==> src/rtl/ka163_mul_arbiter_if.sv <==
// Handshake and operand/result bus between requesters, the arbiter and the multiplier.
interface ka163_mul_arbiter_if;
    localparam int unsigned OP_W  = 163;
    localparam int unsigned RES_W = 325;

    logic             req0_valid;
    logic             req0_ready;
    logic [OP_W-1:0]  req0_a;
    logic [OP_W-1:0]  req0_b;
    logic             req1_valid;
    logic             req1_ready;
    logic [OP_W-1:0]  req1_a;
    logic [OP_W-1:0]  req1_b;
    logic [OP_W-1:0]  mul_a;
    logic [OP_W-1:0]  mul_b;
    logic [RES_W-1:0] mul_y;
    logic             res_valid;
    logic             res_ready;
    logic [RES_W-1:0] res_y;
    logic             res_id;
    logic             busy;

    // Arbiter side
    modport slave (
        input  req0_valid, req0_a, req0_b,
        output req0_ready,
        input  req1_valid, req1_a, req1_b,
        output req1_ready,
        output mul_a, mul_b,
        input  mul_y,
        output res_valid, res_y, res_id,
        input  res_ready,
        output busy
    );

    // Requester / consumer / multiplier side
    modport master (
        output req0_valid, req0_a, req0_b,
        input  req0_ready,
        output req1_valid, req1_a, req1_b,
        input  req1_ready,
        input  mul_a, mul_b,
        output mul_y,
        input  res_valid, res_y, res_id,
        output res_ready,
        input  busy
    );
endinterface

==> src/rtl/ka163_mul_arbiter.sv <==
// Round-robin sequencer sharing one combinational 163-bit carry-less multiplier
// between two requesters, holding operands MUL_CYCLES cycles before capture.
module ka163_mul_arbiter #(
    parameter int unsigned MUL_CYCLES = 2
) (
    input  logic                clk,
    input  logic                rst_n,
    ka163_mul_arbiter_if.slave  bus
);
    localparam int unsigned OP_W  = 163;
    localparam int unsigned RES_W = 325;
    localparam int unsigned CNT_W = 4;

    typedef enum logic [1:0] {
        S_IDLE = 2'd0,
        S_WAIT = 2'd1,
        S_DONE = 2'd2
    } state_e;

    state_e           state_q, state_d;
    logic [OP_W-1:0]  mul_a_q, mul_a_d;
    logic [OP_W-1:0]  mul_b_q, mul_b_d;
    logic [RES_W-1:0] res_y_q, res_y_d;
    logic             res_valid_q, res_valid_d;
    logic             res_id_q, res_id_d;
    logic             last_q, last_d;
    logic [CNT_W-1:0] cnt_q, cnt_d;

    logic             idle_c;
    logic             grant_c;
    logic             rdy0_c;
    logic             rdy1_c;

    assign idle_c = (state_q == S_IDLE);

    // Round-robin grant: on a tie serve the requester that was not served last
    always_comb begin
        grant_c = 1'b0;
        if (bus.req0_valid && bus.req1_valid) begin
            grant_c = ~last_q;
        end else begin
            grant_c = bus.req1_valid;
        end
    end

    assign rdy0_c = idle_c && !grant_c && bus.req0_valid;
    assign rdy1_c = idle_c &&  grant_c && bus.req1_valid;

    assign bus.req0_ready = rdy0_c;
    assign bus.req1_ready = rdy1_c;
    assign bus.mul_a      = mul_a_q;
    assign bus.mul_b      = mul_b_q;
    assign bus.res_valid  = res_valid_q;
    assign bus.res_y      = res_y_q;
    assign bus.res_id     = res_id_q;
    assign bus.busy       = !idle_c;

    // Next-state and datapath updates
    always_comb begin
        state_d     = state_q;
        mul_a_d     = mul_a_q;
        mul_b_d     = mul_b_q;
        res_y_d     = res_y_q;
        res_valid_d = res_valid_q;
        res_id_d    = res_id_q;
        last_d      = last_q;
        cnt_d       = cnt_q;
        case (state_q)
            S_IDLE: begin
                if (rdy0_c || rdy1_c) begin
                    mul_a_d  = grant_c ? bus.req1_a : bus.req0_a;
                    mul_b_d  = grant_c ? bus.req1_b : bus.req0_b;
                    res_id_d = grant_c;
                    last_d   = grant_c;
                    cnt_d    = CNT_W'(MUL_CYCLES - 1);
                    state_d  = S_WAIT;
                end
            end
            S_WAIT: begin
                if (cnt_q != '0) begin
                    cnt_d = cnt_q - CNT_W'(1);
                end else begin
                    res_y_d     = bus.mul_y;
                    res_valid_d = 1'b1;
                    state_d     = S_DONE;
                end
            end
            S_DONE: begin
                if (bus.res_ready) begin
                    res_valid_d = 1'b0;
                    state_d     = S_IDLE;
                end
            end
            default: begin
                state_d = S_IDLE;
            end
        endcase
    end

    // State and datapath registers; pointer resets to 1 so requester 0 wins the first tie
    always_ff @(posedge clk or negedge rst_n) begin
        if (!rst_n) begin
            state_q     <= S_IDLE;
            mul_a_q     <= '0;
            mul_b_q     <= '0;
            res_y_q     <= '0;
            res_valid_q <= 1'b0;
            res_id_q    <= 1'b0;
            last_q      <= 1'b1;
            cnt_q       <= '0;
        end else begin
            state_q     <= state_d;
            mul_a_q     <= mul_a_d;
            mul_b_q     <= mul_b_d;
            res_y_q     <= res_y_d;
            res_valid_q <= res_valid_d;
            res_id_q    <= res_id_d;
            last_q      <= last_d;
            cnt_q       <= cnt_d;
        end
    end
endmodule

==> src/flat_wrapper.sv <==
// flat-port wrapper written by rule: the top's interface ports become plain ports
module ka163_mul_arbiter_flat 
#(
    parameter int unsigned MUL_CYCLES = 2
)
  (clk, rst_n, bus_req0_valid, bus_req0_a, bus_req0_b, bus_req0_ready, bus_req1_valid, bus_req1_a, bus_req1_b, bus_req1_ready, bus_mul_a, bus_mul_b, bus_mul_y, bus_res_valid, bus_res_y, bus_res_id, bus_res_ready, bus_busy);
  ka163_mul_arbiter_if bus_i ();
  input  logic clk;
  input  logic rst_n;
  input wire logic [$bits(bus_i.req0_valid)-1:0] bus_req0_valid;
  input wire logic [$bits(bus_i.req0_a)-1:0] bus_req0_a;
  input wire logic [$bits(bus_i.req0_b)-1:0] bus_req0_b;
  output wire logic [$bits(bus_i.req0_ready)-1:0] bus_req0_ready;
  input wire logic [$bits(bus_i.req1_valid)-1:0] bus_req1_valid;
  input wire logic [$bits(bus_i.req1_a)-1:0] bus_req1_a;
  input wire logic [$bits(bus_i.req1_b)-1:0] bus_req1_b;
  output wire logic [$bits(bus_i.req1_ready)-1:0] bus_req1_ready;
  output wire logic [$bits(bus_i.mul_a)-1:0] bus_mul_a;
  output wire logic [$bits(bus_i.mul_b)-1:0] bus_mul_b;
  input wire logic [$bits(bus_i.mul_y)-1:0] bus_mul_y;
  output wire logic [$bits(bus_i.res_valid)-1:0] bus_res_valid;
  output wire logic [$bits(bus_i.res_y)-1:0] bus_res_y;
  output wire logic [$bits(bus_i.res_id)-1:0] bus_res_id;
  input wire logic [$bits(bus_i.res_ready)-1:0] bus_res_ready;
  output wire logic [$bits(bus_i.busy)-1:0] bus_busy;
  assign bus_i.req0_valid = bus_req0_valid;
  assign bus_i.req0_a = bus_req0_a;
  assign bus_i.req0_b = bus_req0_b;
  assign bus_req0_ready = bus_i.req0_ready;
  assign bus_i.req1_valid = bus_req1_valid;
  assign bus_i.req1_a = bus_req1_a;
  assign bus_i.req1_b = bus_req1_b;
  assign bus_req1_ready = bus_i.req1_ready;
  assign bus_mul_a = bus_i.mul_a;
  assign bus_mul_b = bus_i.mul_b;
  assign bus_i.mul_y = bus_mul_y;
  assign bus_res_valid = bus_i.res_valid;
  assign bus_res_y = bus_i.res_y;
  assign bus_res_id = bus_i.res_id;
  assign bus_i.res_ready = bus_res_ready;
  assign bus_busy = bus_i.busy;
  ka163_mul_arbiter #(.MUL_CYCLES(MUL_CYCLES)) u_core (.clk(clk), .rst_n(rst_n), .bus(bus_i));
endmodule
==> config.mk <==
export PLATFORM = sky130hd
export DESIGN_NAME = ka163_mul_arbiter_flat
export DESIGN_NICKNAME = d
export VERILOG_FILES = /design/src/rtl/ka163_mul_arbiter_if.sv /design/src/rtl/ka163_mul_arbiter.sv /design/src/flat_wrapper.sv
export SDC_FILE = /design/constraint.sdc
export NUM_CORES = 1
export LEC_CHECK = 0
export CAP_MARGIN = 20
export CORE_AREA = 5 5 626 628
export CTS_CLUSTER_DIAMETER = 80
export CTS_CLUSTER_SIZE = 14
export DETAILED_ROUTE_END_ITERATION = 16
export DIE_AREA = 0 0 631 633
export PLACE_DENSITY = 0.3
export SYNTH_ARGS = -nofsm -noshare
export SYNTH_HDL_FRONTEND = slang
export SYNTH_SLANG_ARGS = --single-unit
export TNS_END_PERCENT = 50
==> constraint.sdc <==
create_clock -name clk -period 1.9 [get_ports clk]
set_input_delay 0.38 -clock clk [delete_from_list [all_inputs] [get_ports clk]]
set_output_delay 0.38 -clock clk [all_outputs]
set_load 0.05 [all_outputs]
## Word level (Yosys, flattened, before mapping)

Cells that the tools add are included.

| storage, ports and cells | value |
|---|---|
| bits in registers | 660 |
| latch bits | 0 |
| memory bits (writable) | 0 |
| bits in read-only memories | 0 |
| input bits | 982 |
| output and inout bits | 656 |
| word-level logic and storage cells | 47 |
| memories kept | 0 |

| cells by class | value |
|---|---|
| $add $sub $neg | 1 |
| multiply operators | 0 |
| divide/modulo/power cells | 0 |
| order comparisons | 0 |
| equal/unequal tests | 6 |
| shift operators | 0 |
| mux-type cells | 13 |
| bitwise operators | 2 |
| reductions and logical operators | 17 |

Operators by type and width:

| kind | count |
|---|---|
| 163-bit 2-to-1 mux | 2 |
| 3-bit AND reduction | 3 |
| 4-bit 2-to-1 mux | 2 |
| 4-bit case mux with 2 select lines | 1 |
| 2-bit 2-to-1 mux | 3 |
| 2-bit inequality test (second input constant) | 3 |
| 2-bit case mux with 3 select lines | 1 |
| 1-bit logical AND | 5 |
| 2-bit AND reduction | 2 |
| 2-bit nonzero test | 2 |
| 4-bit nonzero test | 1 |
| 4-bit by 1-bit subtractor with 4-bit output (second input constant) | 1 |
| 1-bit 2-to-1 mux | 3 |
| 2-bit by 1-bit == test with 1-bit output (second input constant) | 1 |
| 2-bit == test (second input constant) | 1 |
| 1-bit zero test | 2 |
| 2-bit zero test | 1 |
| 2-bit by 1-bit inequality test with 1-bit output (second input constant) | 1 |
| 1-bit inverter | 2 |
| 1-bit case mux with 2 select lines | 1 |
| 1-bit logical OR | 1 |

## Depth between registers and ports, before layout

| logic depth | value |
|---|---|
| word-level depth | 8 |
| gate-level depth with buffers | 8 |
| depth with buffers taken out | 5 |

## Least setup slack after synthesis

Ideal clock, no wire load.

| path | value |
|---|---|
| path type | register to output |
| start | register u_core.last_q |
| end | output bus_req0_ready |
| arrival time | 1879 ps |
| data required time | 1520 ps |
| setup slack | -359 ps |
| cell stages (with the launch flop) | 6 |
| buffers on the path | 3 |
| cells stage by stage | dfstp_2 > a21bo_2 > clkbuf_1 > buf_4 > buf_4 > nor2b_1 |

| between the ends | value |
|---|---|
| longest elaborated chain between the ends | 5 |

Ends and longest elaborated chain:

| element | line | source |
|---|---|---|
| from (decl) | ka163_mul_arbiter.sv:26 | `logic last_q, last_d;` |
| from (signal assigned) | ka163_mul_arbiter.sv:118 | `last_q <= last_d;` |
| 1-bit inverter | ka163_mul_arbiter.sv:40 | `grant_c = ~last_q;` |
| 1-bit 2-to-1 mux | ka163_mul_arbiter.sv:39 | `if (bus.req0_valid && bus.req1_valid) begin` |
| 1-bit zero test | ka163_mul_arbiter.sv:46 | `assign rdy0_c = idle_c && !grant_c && bus.req0_valid;` |
| 1-bit logical AND (2 in a row) | ka163_mul_arbiter.sv:46 |  |
| to (decl) | flat_wrapper.sv:13 | `output wire logic [$bits(bus_i.req0_ready)-1:0] bus_req0_ready;` |

Every way passes these cells.

## Final worst setup path

| path | value |
|---|---|
| start | register u_core.state_q[1] |
| end | output bus_req0_ready |

| between the ends | value |
|---|---|
| longest elaborated chain between the ends | 3 |

Ends and longest elaborated chain:

| element | line | source |
|---|---|---|
| from (decl) | ka163_mul_arbiter.sv:20 | `state_e state_q, state_d;` |
| from (signal assigned) | ka163_mul_arbiter.sv:112 | `state_q <= state_d;` |
| 2-bit zero test | ka163_mul_arbiter.sv:34 | `assign idle_c = (state_q == S_IDLE);` |
| 1-bit logical AND (2 in a row) | ka163_mul_arbiter.sv:46 |  |

Every way passes these cells.

==> impl_metrics.py <==
metrics = {
    "cells_and_area": {
        "area_growth_pct": 103.6,
        "fillers": 43154,
        "multi_input_area_sq_um": 10680,
        "finish.utilization": 0.1474,
        "drive_above_1_share": 0.3618,
        "postLayoutCellArea_sq_um": 56730,
        "seqCellArea_sq_um": 16590,
        "fin_nets": 4954,
    },
    "sta": {
        "finalCritPeriodShare": 1.255,
        "hold_violations": 0,
        "clock.fmax_mhz": 419.3,
        "tns_ns": -8.129,
        "max_slew.worst_pin.slew_ns": 0.5948,
        "timing.final.crit_period_ns": 2.385,
        "fin_skew_ns": 0.1192,
        "timing.slew.headroom": 0.6035,
        "setup_viol": 192,
        "report.final.slew_viol_count": 0,
        "rsz0062_at_grt": "yes",
        "fin_ws_ns": -0.4851,
    },
    "floorplanning": {
        "die_x_um": 631,
        "start_util": 0.07239,
        "coreArea_sq_um": 384800,
        "core.rowCount": 228,
        "die_area_sq_um": 399400,
        "fp.dieH_um": 633,
        "io_pins": 1638,
    },
    "routing": {
        "ant_nets": 0,
        "drt_wl_total_mm": 292.5,
        "wire_per_inst_um": 31.91,
        "dr_total_vias": 27227,
        "first_pass_iters": 5,
        "drt-initial-drc-count": 1442,
        "drc": 0,
        "viasPerCell": 2.970,
    },
    "global_route": {
        "grt_pass1_wl_mm": 355.6,
        "grt_max_degree": 77,
        "grt_pass1_vias": 28201,
        "antenna_found_initial": 229,
        "overflow": 0,
        "track_usage": 0.1382,
    },
    "logic_synthesis": {
        "syn_area_per_cell_sq_um": 12.76,
        "synth_area_sq_um": 27860,
        "synth_cell_type_count": 29,
        "postSynth.asyncResetShare": 1.000,
        "synth_top_cell_area_share": 0.5920,
        "synth_nets": 3167,
        "yosysTopAreaCell": "dfrtp_1",
        "yosysSeqAreaShare": 0.5929,
        "synthAdderAreaFrac": 0.0008983,
        "synth-edff-count": 0,
        "ys_warn_count": 0,
        "synthTopCellsByCount": "659 x dfrtp_1, 629 x o21ai_0, 326 x mux2i_1",
        "ys_seq_elements": 660,
        "synthSimpleGateAreaFrac": 0.003952,
        "synthFlopType": "dfrtp_1",
        "synth_xor_xnor_area_share": 0,
        "synth_compound_area_frac": 0.1199,
        "yosysMostFrequentCell": "dfrtp_1",
        "synth_top_family_by_area": "multiplexers",
        "synthCells": 2183,
        "synth_mux_area_frac": 0.2527,
        "synthTopCellsByArea": "dfrtp_1 59%, mux2_2 12%, mux2i_1 12%",
    },
    "clocking": {
        "cts.clk_slew.worst_paths_ns": 0.06,
        "cts_max_level": 3,
        "cts-root-buf": "clkbuf_16",
        "cts_buffer_depth": 4,
        "cts.sinks": 660,
        "cts_tree": "yes",
        "numCtsBuffers": 90,
        "insertion_delay_ns": 0.87,
    },
    "pwr": {
        "leakage_uw": 0.02344,
        "peakVddDrop_v": 0.0008833,
        "power.density_nw_per_um2": 2080,
    },
    "worst_setup_path": {
        "cp_slowest_cell": "dfrtp_1",
        "cp_data_required_time_ns": 1.52,
        "cp_max_fo": 3,
        "path_cells": "buf_6, or3b_4, nor2b_4, buf_12",
        "arrival_ns": 2.01,
        "cpPeakStageDelay_ns": 0.40,
        "critical_path_class": "register to output pin",
        "cp-end-kind": "output pin",
        "start_kind": "register",
    },
    "placed_design": {
        "dpl-instance-area_sq_um": 50910,
        "hpwl_mm": 248.8,
        "place.gp.congestion": 0.9500,
        "io_buffers": 1637,
    },
    "outcome": {
        "status": "complete, but fails checks",
        "violations": "negative setup slack",
    },
    "job": {
        "maxCapViolations": 0,
    },
    "hold_path": {
        "hold_path.class": "primary input to async pin",
    },
}
==> logic make-up after synthesis <==
| family | after synthesis |
|---|---|
| compound gates | 665 |
| fa+ha+maj | 2 |
| buf+inv | 186 |
| flops | 660 |
| mux | 652 |
| simple gates | 18 |
==> final cells by class <==
cell class                 instances  area share
antenna                           71    0.003132
clock buffer                     110     0.04405
clock inverter                    47     0.01054
inverter                           5   0.0006176
multi-input combinational       1337      0.1882
sequential                       660      0.2924
tap                             5060      0.1116
timing repair buffer            1876      0.3494
==> layout by cell type (no fill, tap or decap), types with 56 or more instances in the layout <==
master,synthesis,final
clkbuf_16,0,109
diode_2,0,71
buf_12,0,119
o21ai_0,629,519
dfrtp_2,0,56
mux2i_1,326,324
buf_6,4,229
clkdlybuf4s50_1,0,980
mux2_2,298,295
o21ai_1,30,127
buf_4,3,462
dfrtp_1,659,603
==> worst paths after layout <==
kind,slack (ns),from,end,cells after the start
hold / removal,0.13,rst_n,u_core.bus.mul_a[100],2
hold reg to reg,0.50,u_core.last_q,u_core.last_q,2
min in group clk,0.13,bus_mul_y[230],u_core.bus.res_y[230],2
max in group asynchronous,0.80,rst_n,u_core.bus.mul_b[40],4
setup / recovery,-0.49,u_core.state_q[1],bus_req0_ready,4
setup reg to reg,-0.09,u_core.state_q[1],u_core.bus.mul_b[35],8
==> flip-flops by register name (all words and copies together) (netlist names) <==
name and cells:
u_core.bus.res_valid 1, u_core.last_q 1, u_core.cnt_q 4, u_core.bus.res_id 1, u_core.bus.mul_b 163, u_core.state_q 2, u_core.bus.mul_a 163, u_core.bus.res_y 325
==> power by group <==
group / switching [uW] / internal [uW] / leakage [uW] / total (uW)
registers: 5940 / 21400 / 0.00785 / 27400
clock network: 8000 / 10600 / 0.00151 / 18600
logic: 46300 / 25700 / 0.0141 / 72000
==> worst max-delay path: cells and delay by family (launching register included) <==
kind / cells / cell delay (ns)
DFF: 1 / 0.40
and+or+nand+nor: 2 / 0.53
buffers and inverters: 2 / 0.30
==> per-stage QoR <==
step | setup slack (ns) | hold WS [ns] | power, uW | std cells
2_1_floorplan | -0.1182 | 0.08441 | 61870 | 2183
3_3_place_gp | -0.4354 | 0.3381 | 94460 | 8862
3_5_place_dp | -0.4362 | 0.3366 | 94530 | 8862
4_1_cts | -0.6128 | 0.00008160 | 118000 | 9060
5_1_grt | -0.6147 | 0.05755 | 123000 | 9144
6_report | -0.4851 | 0.1269 | 118000 | 9166
==> what timing repair did <==
| item | 4_1_cts | 5_1_grt |
|---|---|---|
| setup endpoints to repair | 469 | 495 |
| cloned | 5 | 20 |
| gates resized for setup | 400 | 201 |
| pin swaps | 3 | 4 |
| setup buffers | 33 | 22 |
| hold endpoints to repair | 383 | 0 |
| hold buffers | 4 | 0 |
==> routing by layer <==
| layer | up-vias | GRT usage | wire length [um] |
|---|---|---|---|
| met5 | - | 0 | 525 |
| met4 | 82 | 0.03107 | 7862 |
| met3 | 513 | 0.05704 | 27080 |
| met2 | 1275 | 0.2557 | 153400 |
| met1 | 13789 | 0.1452 | 103700 |
| li1 | 11568 | - | - |
(Power assumes the default switching activity.)
